--- src/rtl/spi_req_sched.sv ---
`timescale 1ns/1ps
// spi_req_sched: round-robin arbiter that shares one SPI core's APB slave
// port among NREQ requesters. For each winner it selects the slave, writes
// one TX frame, polls STATUS until RX data is present, reads it back and
// returns it with a one-cycle done pulse. A one-time CTRL1 write follows reset.
module spi_req_sched #(
    parameter int          NREQ       = 2,
    parameter int          APB_DWIDTH = 8,
    parameter logic [7:0]  CTRL1_INIT = 8'h03,
    parameter int          TIMEOUT    = 255
) (
    input  logic                       PCLK,
    input  logic                       PRESET,
    input  logic [NREQ-1:0]            req,
    input  logic [3*NREQ-1:0]          req_ssel,
    input  logic [APB_DWIDTH*NREQ-1:0] req_txdata,
    output logic [NREQ-1:0]            done,
    output logic [APB_DWIDTH-1:0]      rsp_rdata,
    output logic                       rsp_err,
    output logic                       busy,
    output logic [6:0]                 PADDR,
    output logic                       PSEL,
    output logic                       PENABLE,
    output logic                       PWRITE,
    output logic [APB_DWIDTH-1:0]      PWDATA,
    input  logic [APB_DWIDTH-1:0]      PRDATA
);
    localparam int GW = (NREQ > 1) ? $clog2(NREQ) : 1;

    localparam logic [6:0] A_CTRL1  = 7'h00;
    localparam logic [6:0] A_RXDATA = 7'h08;
    localparam logic [6:0] A_TXDATA = 7'h0C;
    localparam logic [6:0] A_STATUS = 7'h20;
    localparam logic [6:0] A_SSEL   = 7'h24;

    // Phase of an APB transfer within a state: 0 = not started (INIT only),
    // 1 = SETUP, 2 = ACCESS.
    localparam logic [1:0] PH_NONE   = 2'd0;
    localparam logic [1:0] PH_SETUP  = 2'd1;
    localparam logic [1:0] PH_ACCESS = 2'd2;

    typedef enum logic [2:0] {
        S_INIT, S_IDLE, S_ARB, S_WSSEL, S_WTX, S_POLL, S_RDRX, S_DONE
    } state_t;

    state_t                  r_state, w_state_nxt;
    logic [1:0]              r_phase, w_phase_nxt;
    logic [NREQ-1:0]         r_reqs;
    logic [GW-1:0]           r_grant, w_grant_nxt;    // doubles as last_grant
    logic [2:0]              r_ssel, w_ssel_nxt;
    logic [APB_DWIDTH-1:0]   r_txdata, w_txdata_nxt;
    logic [7:0]              r_cnt, w_cnt_nxt;
    logic [APB_DWIDTH-1:0]   r_rdata, w_rdata_nxt;
    logic                    r_err, w_err_nxt;
    logic [GW-1:0]           w_arb_idx;
    logic                    w_arb_found;

    logic [NREQ-1:0]         r_done, w_done_nxt;
    logic                    r_busy, w_busy_nxt;
    logic [6:0]              r_paddr, w_paddr_nxt;
    logic                    r_psel, w_psel_nxt;
    logic                    r_penable, w_penable_nxt;
    logic                    r_pwrite, w_pwrite_nxt;
    logic [APB_DWIDTH-1:0]   r_pwdata, w_pwdata_nxt;

    // Candidate index for the off-th step of a search starting after last.
    function automatic logic [GW-1:0] rr_idx(input logic [GW-1:0] last, input int off);
        int s;
        s = (int'(last) + 1 + off) % NREQ;
        return GW'(s);
    endfunction

    // Round-robin search over the requests captured when leaving IDLE.
    always_comb begin
        w_arb_found = 1'b0;
        w_arb_idx   = r_grant;
        for (int i = 0; i < NREQ; i++) begin
            if (!w_arb_found && r_reqs[rr_idx(r_grant, i)]) begin
                w_arb_found = 1'b1;
                w_arb_idx   = rr_idx(r_grant, i);
            end else begin
                w_arb_found = w_arb_found;
            end
        end
    end

    // Next-state logic and per-transaction bookkeeping.
    always_comb begin
        w_state_nxt  = r_state;
        w_phase_nxt  = r_phase;
        w_grant_nxt  = r_grant;
        w_ssel_nxt   = r_ssel;
        w_txdata_nxt = r_txdata;
        w_cnt_nxt    = r_cnt;
        w_rdata_nxt  = r_rdata;
        w_err_nxt    = r_err;
        case (r_state)
            S_INIT: begin
                if (r_phase == PH_ACCESS) begin
                    w_state_nxt = S_IDLE;
                    w_phase_nxt = PH_NONE;
                end else begin
                    w_phase_nxt = r_phase + 2'd1;
                end
            end
            S_IDLE: begin
                if (|req) begin
                    w_state_nxt = S_ARB;
                end else begin
                    w_state_nxt = S_IDLE;
                end
            end
            S_ARB: begin
                w_state_nxt  = S_WSSEL;
                w_phase_nxt  = PH_SETUP;
                w_cnt_nxt    = 8'd0;
                if (w_arb_found) begin
                    w_grant_nxt  = w_arb_idx;
                    w_ssel_nxt   = req_ssel[3*int'(w_arb_idx) +: 3];
                    w_txdata_nxt = req_txdata[APB_DWIDTH*int'(w_arb_idx) +: APB_DWIDTH];
                end else begin
                    w_grant_nxt  = r_grant;
                end
            end
            S_WSSEL, S_WTX: begin
                if (r_phase == PH_ACCESS) begin
                    w_state_nxt = (r_state == S_WSSEL) ? S_WTX : S_POLL;
                    w_phase_nxt = PH_SETUP;
                end else begin
                    w_phase_nxt = PH_ACCESS;
                end
            end
            S_POLL: begin
                if (r_phase != PH_ACCESS) begin
                    w_phase_nxt = PH_ACCESS;
                end else if (!PRDATA[2]) begin
                    w_state_nxt = S_RDRX;
                    w_phase_nxt = PH_SETUP;
                end else if ((r_cnt + 8'd1) == 8'(TIMEOUT)) begin
                    // Slave never produced data: give up with an error.
                    w_cnt_nxt   = r_cnt + 8'd1;
                    w_state_nxt = S_DONE;
                    w_phase_nxt = PH_NONE;
                    w_err_nxt   = 1'b1;
                    w_rdata_nxt = '0;
                end else begin
                    w_cnt_nxt   = r_cnt + 8'd1;
                    w_phase_nxt = PH_SETUP;
                end
            end
            S_RDRX: begin
                if (r_phase == PH_ACCESS) begin
                    w_state_nxt = S_DONE;
                    w_phase_nxt = PH_NONE;
                    w_rdata_nxt = PRDATA;
                    w_err_nxt   = 1'b0;
                end else begin
                    w_phase_nxt = PH_ACCESS;
                end
            end
            S_DONE: begin
                w_state_nxt = S_IDLE;
                w_phase_nxt = PH_NONE;
            end
            default: begin
                w_state_nxt = S_INIT;
                w_phase_nxt = PH_NONE;
            end
        endcase
    end

    // Output decode from the next state so outputs register in step with it.
    always_comb begin
        w_psel_nxt    = 1'b0;
        w_penable_nxt = 1'b0;
        w_pwrite_nxt  = 1'b0;
        w_paddr_nxt   = 7'h00;
        w_pwdata_nxt  = '0;
        w_busy_nxt    = (w_state_nxt != S_IDLE);
        w_done_nxt    = '0;
        case (w_state_nxt)
            S_INIT: begin
                if (w_phase_nxt != PH_NONE) begin
                    w_psel_nxt    = 1'b1;
                    w_penable_nxt = (w_phase_nxt == PH_ACCESS);
                    w_pwrite_nxt  = 1'b1;
                    w_paddr_nxt   = A_CTRL1;
                    w_pwdata_nxt  = APB_DWIDTH'(CTRL1_INIT);
                end else begin
                    w_psel_nxt    = 1'b0;
                end
            end
            S_WSSEL: begin
                w_psel_nxt    = 1'b1;
                w_penable_nxt = (w_phase_nxt == PH_ACCESS);
                w_pwrite_nxt  = 1'b1;
                w_paddr_nxt   = A_SSEL;
                w_pwdata_nxt  = {{(APB_DWIDTH-1){1'b0}}, 1'b1} << w_ssel_nxt;
            end
            S_WTX: begin
                w_psel_nxt    = 1'b1;
                w_penable_nxt = (w_phase_nxt == PH_ACCESS);
                w_pwrite_nxt  = 1'b1;
                w_paddr_nxt   = A_TXDATA;
                w_pwdata_nxt  = w_txdata_nxt;
            end
            S_POLL: begin
                w_psel_nxt    = 1'b1;
                w_penable_nxt = (w_phase_nxt == PH_ACCESS);
                w_paddr_nxt   = A_STATUS;
            end
            S_RDRX: begin
                w_psel_nxt    = 1'b1;
                w_penable_nxt = (w_phase_nxt == PH_ACCESS);
                w_paddr_nxt   = A_RXDATA;
            end
            S_DONE: begin
                w_done_nxt = {{(NREQ-1){1'b0}}, 1'b1} << w_grant_nxt;
            end
            default: begin
                w_psel_nxt = 1'b0;
            end
        endcase
    end

    // State, transaction context and registered outputs.
    always_ff @(posedge PCLK or posedge PRESET) begin
        if (PRESET) begin
            r_state   <= S_INIT;
            r_phase   <= PH_NONE;
            r_reqs    <= '0;
            r_grant   <= GW'(NREQ - 1);
            r_ssel    <= 3'd0;
            r_txdata  <= '0;
            r_cnt     <= 8'd0;
            r_rdata   <= '0;
            r_err     <= 1'b0;
            r_done    <= '0;
            r_busy    <= 1'b0;
            r_paddr   <= 7'h00;
            r_psel    <= 1'b0;
            r_penable <= 1'b0;
            r_pwrite  <= 1'b0;
            r_pwdata  <= '0;
        end else begin
            r_state   <= w_state_nxt;
            r_phase   <= w_phase_nxt;
            r_reqs    <= (r_state == S_IDLE) ? req : r_reqs;
            r_grant   <= w_grant_nxt;
            r_ssel    <= w_ssel_nxt;
            r_txdata  <= w_txdata_nxt;
            r_cnt     <= w_cnt_nxt;
            r_rdata   <= w_rdata_nxt;
            r_err     <= w_err_nxt;
            r_done    <= w_done_nxt;
            r_busy    <= w_busy_nxt;
            r_paddr   <= w_paddr_nxt;
            r_psel    <= w_psel_nxt;
            r_penable <= w_penable_nxt;
            r_pwrite  <= w_pwrite_nxt;
            r_pwdata  <= w_pwdata_nxt;
        end
    end

    assign done      = r_done;
    assign rsp_rdata = r_rdata;
    assign rsp_err   = r_err;
    assign busy      = r_busy;
    assign PADDR     = r_paddr;
    assign PSEL      = r_psel;
    assign PENABLE   = r_penable;
    assign PWRITE    = r_pwrite;
    assign PWDATA    = r_pwdata;

endmodule

--- config.mk ---
export PLATFORM = sky130hd
export DESIGN_NAME = spi_req_sched
export DESIGN_NICKNAME = d
export VERILOG_FILES = /design/src/rtl/spi_req_sched.sv
export SDC_FILE = /design/constraint.sdc
export NUM_CORES = 1
export LEC_CHECK = 0
export CORE_MARGIN = 1
export CORE_UTILIZATION = 50
export DETAILED_ROUTE_END_ITERATION = 6
export GPL_ROUTABILITY_DRIVEN = 0
export MAX_ROUTING_LAYER = met4
export PLACE_DENSITY_LB_ADDON = 0.25
export SYNTH_ARGS = -nofsm -noshare
export SYNTH_HDL_FRONTEND = slang
export SYNTH_SLANG_ARGS = --single-unit
--- constraint.sdc ---
create_clock -name PCLK -period 2 [get_ports PCLK]
set_input_delay 0.3 -clock PCLK [delete_from_list [all_inputs] [get_ports PCLK]]
set_output_delay 0.3 -clock PCLK [all_outputs]
set_load 0.01 [all_outputs]
Yosys cells after proc, flatten, opt, wreduce, memory -nomap -nowiden
Cells that the tools add are included.
W data, S select, Z words.
Cells by class
  multiplexer cells: 52
  reduce and logical (&&, ||, !) cells: 13
  $lt $le $gt $ge: 2
  $mul: 1
  $add $sub $neg: 4
  equality and inequality tests: 21
  shift operators: 4
Operators with widths (count)
  $mux W8: 8
  $pmux W8 S2: 2
  $eq A3 B3 Y1 const B: 8
  $mux W3: 8
  $pmux W6 S4: 1
  $pmux W8 S3: 1
  $pmux W3 S7: 1
  $mux W1: 19
  $shiftx A16 B5 Y8: 1
  $mux W2: 7
  $pmux W2 S6: 1
  $ne A2 B2 Y1 const B: 5
  $eq A3 B2 Y1 const B: 3
  $add A8 B1 Y8 const B: 1
  $eq A8 B8 Y1 const B: 1
  $pmux W1 S2: 4
  $shl A1 B3 Y8 const A: 1
  $logic_not A3 Y1: 2
  $reduce_bool A2 Y1: 3
  $reduce_or A2 Y1: 3
  $shiftx A6 B4 Y3: 1
  $reduce_and A5 Y1: 1
  $eq A2 B2 Y1 const B: 2
  $lt A1 B2 Y1 const B: 2
  other kinds (10): 11
Storage, ports and cells
  bits of input ports: 34
  bits in registers: 57

Logic depth before layout (Yosys ltp)
Gate-level depths: netlist of the first run.
  depth in word-level cells: 13
  depth in mapped cells: 8
  gate-level depth less buffers: 7

Least setup slack after synthesis of the first run
OpenSTA, ideal clock, no wires.
  path kind: register to register
  start point: register r_cnt[1]
  end point: register r_pwdata[1], in the netlist PWDATA[1]
  data arrival time: 1.652 ns
  required time: 1.874 ns
  path slack: 0.222 ns
  stages on the path, launching flop included: 7
  setup time: 0.126 ns
  period minus slack after synthesis: 1.778 ns
  path through: dfrtp_1 ha_1 nand3_1 o21a_1 o2111ai_2 a211oi_2 a221o_1
Between the ends
  cells in the longest elaborated chain, start to end: 9
RTL lines
  from (decl): line 52  | logic [7:0] r_cnt, w_cnt_nxt;
  from (signal assigned): line 252  | r_cnt <= w_cnt_nxt;
  $add A8 B1 Y8 (*): line 139  | end else if ((r_cnt + 8'd1) == 8'(TIMEOUT)) begin
  $eq A8 B8 Y1 (*): line 139
  $mux W1: line 139
  $mux W1: line 136  | end else if (!PRDATA[2]) begin
  $mux W2: line 134  | if (r_phase != PH_ACCESS) begin
  $pmux W2 S6: line 97  | case (r_state)
  $reduce_bool A2 Y1: line 183  | if (w_phase_nxt != PH_NONE) begin
  $mux W2: line 183
  $pmux W8 S3 (*): line 181  | case (w_state_nxt)
  net w_pwdata_nxt[1]: line 64  | logic [APB_DWIDTH-1:0] r_pwdata, w_pwdata_nxt;
  to (signal assigned): line 261  | r_pwdata <= w_pwdata_nxt;
  to (decl): line 64
The timed path passes the listed nets; every way through them passes the cells marked *.
A chain may end at the register's enable or synchronous reset.

Worst setup path in the final report of the first run
  start point: register r_phase[0]
  end point: register r_pwdata[0], in the netlist PWDATA[0]
Between the ends
  cells in the longest elaborated chain, start to end: 6
RTL lines
  from (decl): line 47  | logic [1:0] r_phase, w_phase_nxt;
  from (signal assigned): line 247  | r_phase <= w_phase_nxt;
  $add A2 B1 Y2 (tied with other cells): line 103  | w_phase_nxt = r_phase + 2'd1;
  $mux W2 (on tied branches)
  $pmux W2 S6: line 97
  $reduce_bool A2 Y1: line 183
  $mux W2: line 183
  $pmux W8 S3 (*): line 181
  net w_pwdata_nxt[0]: line 64
Marks and branches as above.

==> results.py, run 1 <==
metrics = {
    "floorplanning": {
        "floorplan.initialDensity_pct": 51.92,
        "core_sq_mm": 0.005507,
        "die_area_sq_mm": 0.006024,
        "design.portCount": 64,
        "chipHeight_um": 77.62,
        "floorplan.rows": 27,
        "die-width_um": 77.62,
    },
    "critical_path": {
        "setup.worst_path.start": "r_phase[0]",
        "critPathKind": "flip-flop to flip-flop",
        "cp_max_fo": 9,
        "timing.critical_path.to_type": "flip-flop",
        "timing.critical_path.arrival_ns": 2.17,
        "crit_path_launch_type": "flip-flop",
        "worstPathRequired_ns": 2.24,
        "timing.rr.start": "r_phase[0]",
    },
    "sta": {
        "final.min_clock_period_ns": 1.922,
        "max_clock_freq_ghz": 0.5204,
        "finClkSkew_ns": 0.01141,
        "finalHoldWorstSlack_ns": 0.3007,
        "max_slew.worst_pin.slew_ns": 0.6884,
        "hold_viol_final": 0,
        "timing.slew.headroom_pct": 53.83,
        "fin_setup_tns_ns": 0,
        "maxSlewViolCount": 0,
        "finalSetupViolCount": 0,
        "rsz0062_at_grt": "false",
        "post-route-worst-setup-slack_ns": 0.07833,
        "finalCritPeriodShare_pct": 96.08,
    },
    "cells_and_area": {
        "final_core_util_pct": 67.87,
        "number_of_inserted_diodes": 0,
        "design.final.nets": 383,
        "layout_commonest_cell": "sky130_fd_sc_hd__clkdlybuf4s50_1",
        "multiInputGateArea_sq_mm": 0.001393,
        "fraction_of_final_layout_cells_sized_beyond_drive_strength_1_pct": 18.97,
        "area_delta_synth_final_pct": 30.72,
        "final_cell_mix": "sky130_fd_sc_hd__clkdlybuf4s50_1 (59), sky130_fd_sc_hd__dfrtp_1 (52), sky130_fd_sc_hd__buf_4 (24)",
        "fillers": 439,
        "layout.area.seq_sq_mm": 0.001328,
    },
    "clocking": {
        "clock_latency_on_the_worst_skew_pair_ns": 0.31,
        "cts_tree": "done",
        "clockBufferDepth": 2,
        "cts-buffers-inserted": 5,
        "clk_pin_slew_worst_paths_ns": 0.10,
        "cts_hold_buffers": 0,
        "cts_max_level": 2,
        "cts.sink_count": 53,
        "clock-root-buffer": "sky130_fd_sc_hd__clkbuf_8",
    },
    "detailed_routing": {
        "drcViolationCount": 0,
        "detail-route-antenna-nets": 0,
        "dr.first_iter.drc_count": 237,
        "vias_per_cell": 5.650,
        "wl_per_cell_um": 15.65,
        "drtPass1Iterations": 5,
        "wirelength_um": 6574,
        "via_count": 2373,
    },
    "global_route": {
        "grt_max_degree": 28,
        "grt_overflow": 0,
        "first_global_vias": 2283,
        "number_of_antenna_violations_at_the_first_check_in_global_routing": 0,
        "global_route_wire_length_before_repair_um": 11030,
        "globalRouteTotalUtil_pct": 24.20,
    },
    "logic_synthesis": {
        "seq_area_frac_synth_pct": 46.43,
        "synthesis.instances": 269,
        "syn_area_per_cell_sq_um": 10.63,
        "synthesis.area_sq_mm": 0.002859,
        "async_reset_ff_share_pct": 100.0,
        "synth.yosys.warnings": 0,
        "synthFlopType": "sky130_fd_sc_hd__dfrtp_1",
        "synth-edff-count": 0,
        "synth.lib_cells_used.distinct": 67,
        "synth_seq_cells": 53,
    },
    "placed_design": {
        "number_of_input_and_output_port_buffers_inserted": 59,
        "detailedPlacementHpwl_um": 4905,
        "dpl_worst_slack_ns": 0.01455,
    },
    "power": {
        "combinational_share_of_power_pct": 55.9,
        "power.density_cell_area_mw_per_mm2": 1419,
        "report.power.total_mw": 5.303,
        "seq_power_share_pct": 32.7,
        "clock_power_share_pct": 11.4,
        "netSwitchingFraction_pct": 40.02,
        "power.switching_mw": 2.122,
        "internal_power_mw": 3.181,
        "ir_drop_v": 0.0008415,
        "power_leakage_nw": 1.592,
    },
    "worst_hold_path": {
        "worstHoldPathType": "input port to asynchronous set/reset pin",
    },
    "run": {
        "max-cap-violations": 0,
    },
    "run_status": {
        "status": "finished clean",
    },
}
metrics by stage:
step / cell area, sq um / instances
final: 3737 / 420
after detailed placement: 3615 / 411
after CTS: 3701 / 419
after global placement: 3615 / 411
after floorplan: 2870 / 272
after global routing: 3737 / 420
kinds of logic after synthesis:
group	Yosys count	share of synthesized area, %
AO/OA/AOI/OAI	94	25.95
adder cells (fa/ha/maj)	2	0.8751
buffers and inverters	25	6.258
XOR/XNOR	4	1.226
AND/OR/NAND/NOR	80	15.54
flip-flops	53	46.43
other	1	0.1312
multiplexers	10	3.589
final cells by class:
type | instances | share of cell area (%)
sequential | 53 | 35.52
clock inverter | 3 | 0.4687
multi-input combinational | 194 | 37.26
tap | 72 | 2.410
inverter | 8 | 0.8035
timing repair buffer | 85 | 21.69
clock buffer | 5 | 1.841
power groups by stage:
stage / Clock, mW / Sequential (mW) / Combinational (mW)
floorplan: 0 / 1.76 / 1.97
global placement: 0 / 1.74 / 2.87
detailed placement: 0 / 1.75 / 2.93
CTS: 0.610 / 1.73 / 2.95
global route: 0.666 / 1.78 / 3.25
finish: 0.604 / 1.74 / 2.96
path summary, 6_finish.rpt:
| check | endpoint | slack, ns | depth (start not counted) |
|---|---|---|---|
| min reg2reg | rsp_rdata[2] | 0.51 | 1 |
| max | PWDATA[0] | 0.08 | 5 |
| max in group asynchronous | PENABLE | 1.20 | 3 |
| max reg2reg | PWDATA[0] | 0.08 | 5 |
| min in group PCLK | rsp_rdata[2] | 0.51 | 1 |
| min | r_reqs[1] | 0.30 | 2 |
metal layers:
metal / part of all wire (%) / track usage (%) / vias up
met5: 0 / - / -
met4: 1.6 / 9.057 / 0
met3: 5.3 / 3.765 / 11
met2: 50 / 37.52 / 77
met1: 43 / 32.11 / 1147
li1: - / - / 1138
what timing repair did:
| action | CTS | global route |
|---|---|---|
| resized for setup | 0 | 5 |
| setup buffers | 0 | 1 |
| setup endpoints to repair | 0 | 8 |
flip-flops by register name, summed over array words and instances (netlist names):
signal	flops
rsp_rdata	8
PENABLE	1
r_state	3
r_cnt	8
PADDR	3
r_ssel	3
PWRITE	1
r_phase	2
r_reqs	2
PSEL	1
busy	1
r_grant	1
done	2
rsp_err	1
PWDATA	8
r_txdata	8
cells in the mapped netlist (2+ instances only):
library cell,number,share of area [%]
sky130_fd_sc_hd__and2_1,4,0.88
sky130_fd_sc_hd__nor2_1,20,2.6
sky130_fd_sc_hd__a32o_1,6,2.1
sky130_fd_sc_hd__a221o_1,2,0.70
sky130_fd_sc_hd__or3_1,2,0.44
sky130_fd_sc_hd__a21oi_1,23,4.0
sky130_fd_sc_hd__inv_1,7,0.92
sky130_fd_sc_hd__nor2b_1,2,0.44
sky130_fd_sc_hd__a211oi_1,2,0.53
sky130_fd_sc_hd__nor2b_2,2,0.61
sky130_fd_sc_hd__o21ai_0,13,2.3
sky130_fd_sc_hd__buf_4,5,1.3
sky130_fd_sc_hd__or2b_2,2,0.61
sky130_fd_sc_hd__nor4_1,2,0.44
sky130_fd_sc_hd__a31oi_4,3,2.2
sky130_fd_sc_hd__a22o_1,11,3.4
sky130_fd_sc_hd__buf_2,3,0.53
sky130_fd_sc_hd__nand3_1,9,1.6
sky130_fd_sc_hd__o21ai_1,7,1.2
sky130_fd_sc_hd__buf_6,2,0.79
sky130_fd_sc_hd__clkbuf_1,3,0.39
sky130_fd_sc_hd__clkbuf_8,2,0.96
sky130_fd_sc_hd__nor3_1,6,1.1
sky130_fd_sc_hd__a21o_1,2,0.53
sky130_fd_sc_hd__or2_4,2,0.61
sky130_fd_sc_hd__xnor2_1,3,0.92
sky130_fd_sc_hd__a41oi_1,2,0.61
sky130_fd_sc_hd__mux2i_1,8,2.8
sky130_fd_sc_hd__o21a_1,2,0.53
sky130_fd_sc_hd__nand2_1,16,2.1
sky130_fd_sc_hd__ha_1,2,0.88
sky130_fd_sc_hd__a21oi_2,3,0.92
sky130_fd_sc_hd__mux2_2,2,0.79
sky130_fd_sc_hd__dfrtp_1,52,46
sky130_fd_sc_hd__o22ai_1,3,0.66
sky130_fd_sc_hd__nand2b_1,3,0.66
critical path, cell delays in order, from the launching register on:
cell	delay [ns]
sky130_fd_sc_hd__dfrtp_1	0.48
sky130_fd_sc_hd__nand2b_1	0.31
sky130_fd_sc_hd__nor3_1	0.37
sky130_fd_sc_hd__o2111ai_4	0.24
sky130_fd_sc_hd__a211oi_2	0.29
sky130_fd_sc_hd__a221o_1	0.17
(Power assumes the default switching activity.)
==> inputs of run 2 (changes only) <==
--- a/config.mk
+++ b/config.mk
@@ -5,6 +5,7 @@
 export SDC_FILE = /design/constraint.sdc
 export NUM_CORES = 1
 export LEC_CHECK = 0
+export ABC_AREA = 1
 export CORE_MARGIN = 1
 export CORE_UTILIZATION = 50
 export DETAILED_ROUTE_END_ITERATION = 6
==> results.py, run 2 <==
metrics = {
    "run_status": {
        "status": "finished clean",
    },
    "critical_path": {
        "cp_max_fo": 4,
        "timing.critical_path.to_type": "flip-flop",
        "crit_path_launch_type": "flip-flop",
        "critical_path.cell_chain": "ha_2, nand2_2, inv_1, nor2_2, nand3_2, nor2_2, nand4_1, nand2_1, nand2_2, nand2_4, nand2_4, nand2_4, inv_2, nand2_2, nand3_1",
        "timing.critical_path.arrival_ns": 2.15,
        "regToRegSetupSlack_ns": 0.04,
        "timing.critical_path.slowest_stage_cell": "sky130_fd_sc_hd__dfrtp_1",
        "cpPeakStageDelay_ns": 0.39,
        "critPathKind": "flip-flop to flip-flop",
        "worstPathRequired_ns": 2.20,
    },
    "detailed_routing": {
        "detail-route-antenna-nets": 0,
        "wl_per_cell_um": 13.04,
        "drcViolationCount": 0,
        "wirelength_um": 6063,
        "drtPass1Iterations": 4,
        "vias_per_cell": 5.114,
        "via_count": 2378,
        "dr.first_iter.drc_count": 103,
    },
    "floorplanning": {
        "floorplan.rows": 26,
        "design.portCount": 64,
        "core_sq_mm": 0.005140,
        "die_area_sq_mm": 0.005636,
        "floorplan.initialDensity_pct": 51.95,
        "chipHeight_um": 75.08,
        "die-width_um": 75.08,
    },
    "logic_synthesis": {
        "synthesis.area_sq_mm": 0.002670,
        "syn_area_per_cell_sq_um": 8.423,
        "seq_area_frac_synth_pct": 49.72,
        "synth.yosys.warnings": 0,
        "share_of_the_synthesized_area_in_the_top_cell_type_pct": 48.73,
        "synth_seq_cells": 53,
        "synthesis.instances": 317,
        "synth_cell_count_leaders": "sky130_fd_sc_hd__nand2_1 (83), sky130_fd_sc_hd__dfrtp_1 (52), sky130_fd_sc_hd__nor2_1 (33), sky130_fd_sc_hd__o21ai_0 (27), sky130_fd_sc_hd__inv_1 (26)",
        "synthFlopType": "sky130_fd_sc_hd__dfrtp_1",
        "synth-edff-count": 0,
        "most_used_standard_cell_by_instance_count_after_synthesis": "sky130_fd_sc_hd__nand2_1",
        "synth.lib_cells_used.distinct": 39,
        "async_reset_ff_share_pct": 100.0,
        "synth_top_area_cell": "sky130_fd_sc_hd__dfrtp_1",
        "synth.area.top_cells": "sky130_fd_sc_hd__dfrtp_1 (49%), sky130_fd_sc_hd__nand2_1 (12%), sky130_fd_sc_hd__o21ai_0 (5.1%), sky130_fd_sc_hd__nor2_1 (4.6%), sky130_fd_sc_hd__nand3_1 (3.7%)",
    },
    "sta": {
        "finClkSkew_ns": 0.008284,
        "hold_viol_final": 0,
        "finalSetupViolCount": 0,
        "max_clock_freq_ghz": 0.5106,
        "final.min_clock_period_ns": 1.958,
        "post-route-worst-setup-slack_ns": 0.04157,
        "maxSlewViolCount": 0,
        "rsz0062_at_grt": "true",
        "finalCritPeriodShare_pct": 97.92,
    },
    "clocking": {
        "clock_latency_on_the_worst_skew_pair_ns": 0.31,
        "cts_tree": "done",
        "clockBufferDepth": 2,
        "cts-buffers-inserted": 5,
        "clock-root-buffer": "sky130_fd_sc_hd__clkbuf_8",
        "cts.sink_count": 53,
        "cts_max_level": 2,
        "clk_pin_slew_worst_paths_ns": 0.10,
    },
    "cells_and_area": {
        "layout_commonest_cell": "sky130_fd_sc_hd__nand2_1",
        "design.final.nets": 430,
        "fraction_of_final_layout_cells_sized_beyond_drive_strength_1_pct": 20.25,
        "stdcell_area_sq_mm": 0.003636,
        "layout.area.seq_sq_mm": 0.001330,
        "fillers": 417,
        "multiInputGateArea_sq_mm": 0.001225,
        "number_of_inserted_diodes": 0,
        "final_cell_mix": "sky130_fd_sc_hd__nand2_1 (78), sky130_fd_sc_hd__clkdlybuf4s50_1 (59), sky130_fd_sc_hd__dfrtp_1 (50)",
        "area_delta_synth_final_pct": 36.18,
    },
    "global_route": {
        "global_route_wire_length_before_repair_um": 9459,
        "number_of_antenna_violations_at_the_first_check_in_global_routing": 0,
        "grt_max_degree": 39,
        "first_global_vias": 2069,
        "globalRouteTotalUtil_pct": 23.39,
        "grt_overflow": 0,
    },
    "placed_design": {
        "placement.cell_area_sq_mm": 0.003402,
        "dpl_worst_slack_ns": 0.02776,
        "detailedPlacementHpwl_um": 4308,
        "number_of_input_and_output_port_buffers_inserted": 59,
    },
    "power": {
        "power_leakage_nw": 1.653,
        "ir_drop_v": 0.0008704,
        "power.density_cell_area_mw_per_mm2": 1327,
    },
    "run": {
        "max-cap-violations": 0,
    },
    "worst_hold_path": {
        "worstHoldPathType": "input port to asynchronous set/reset pin",
    },
}
-- run 2: final timing paths --
| kind | startpoint | to | cells after the start |
|---|---|---|---|
| worst max-delay path | r_cnt[1] | PWRITE | 15 |
| worst min-delay path | PRESET | rsp_rdata[5] | 2 |
| worst max register to register | r_cnt[1] | PWRITE | 15 |
| worst min register to register | rsp_rdata[3] | rsp_rdata[3] | 1 |
| max in group asynchronous | PRESET | r_grant | 3 |
| min in group PCLK | rsp_rdata[3] | rsp_rdata[3] | 1 |
-- run 2: critical path: cells and delay by family, from the launching register on --
kind | cells | cell delay (ns)
and+or+nand+nor | 12 | 1.13
DFF | 1 | 0.39
buffers and inverters | 2 | 0.12
adders and majority gates | 1 | 0.21
-- run 2: where the power goes --
group          switching (mW)  total [mW]  leakage (nW)  internal, mW
clock network           0.354       0.729        0.0585         0.375
logic                    1.50        2.52         0.912          1.01
registers               0.151        1.58         0.682          1.43
-- run 2: timing repair --
| item | in CTS | in global routing |
|---|---|---|
| endpoints found under the setup margin | 0 | 23 |
| buffers inserted | 0 | 4 |
| resized for setup | 0 | 26 |
| hold buffers | 0 | 0 |
| hold endpoints to repair | 0 | 0 |
-- run 2: stage by stage --
stage	utilization [%]	cells	TNS (ns)	hold slack, ns	power [mW]
6_report	70.74	465	0	0.2705	4.825
5_1_grt	70.74	465	-0.8434	0.3364	5.214
4_1_cts	68.38	461	0	0.2775	4.715
3_5_place_dp	66.19	453	0	0.4868	3.954
3_3_place_gp	66.19	453	0	0.4879	3.940
2_1_floorplan	-	320	0	0.4096	3.149
-- run 2: metal layers --
metal | global-route usage [%] | part of all wire [%] | vias to the layer above
met3 | 4.284 | 4.2 | 8
met1 | 30.82 | 46 | 1133
li1 | - | - | 1176
met5 | - | 0 | -
met4 | 7.338 | 1.4 | 0
met2 | 36.84 | 48 | 61
-- run 2: area by class of cell --
class / instances / area share (%)
flip-flops and latches: 53 / 36.58
multi-input cells: 221 / 33.69
repair buffers: 76 / 20.10
inverters: 36 / 3.992
well taps: 70 / 2.409
clock buffers: 5 / 1.893
clock inverters: 3 / 1.204
repair inverters: 1 / 0.1376
-- run 2: cell families after synthesis --
family | synth area share (%)
buf+inv | 8.013
compound gates | 12.65
other cells | 0.1404
simple gates | 28.54
flops | 49.72
fa+ha+maj | 0.9371
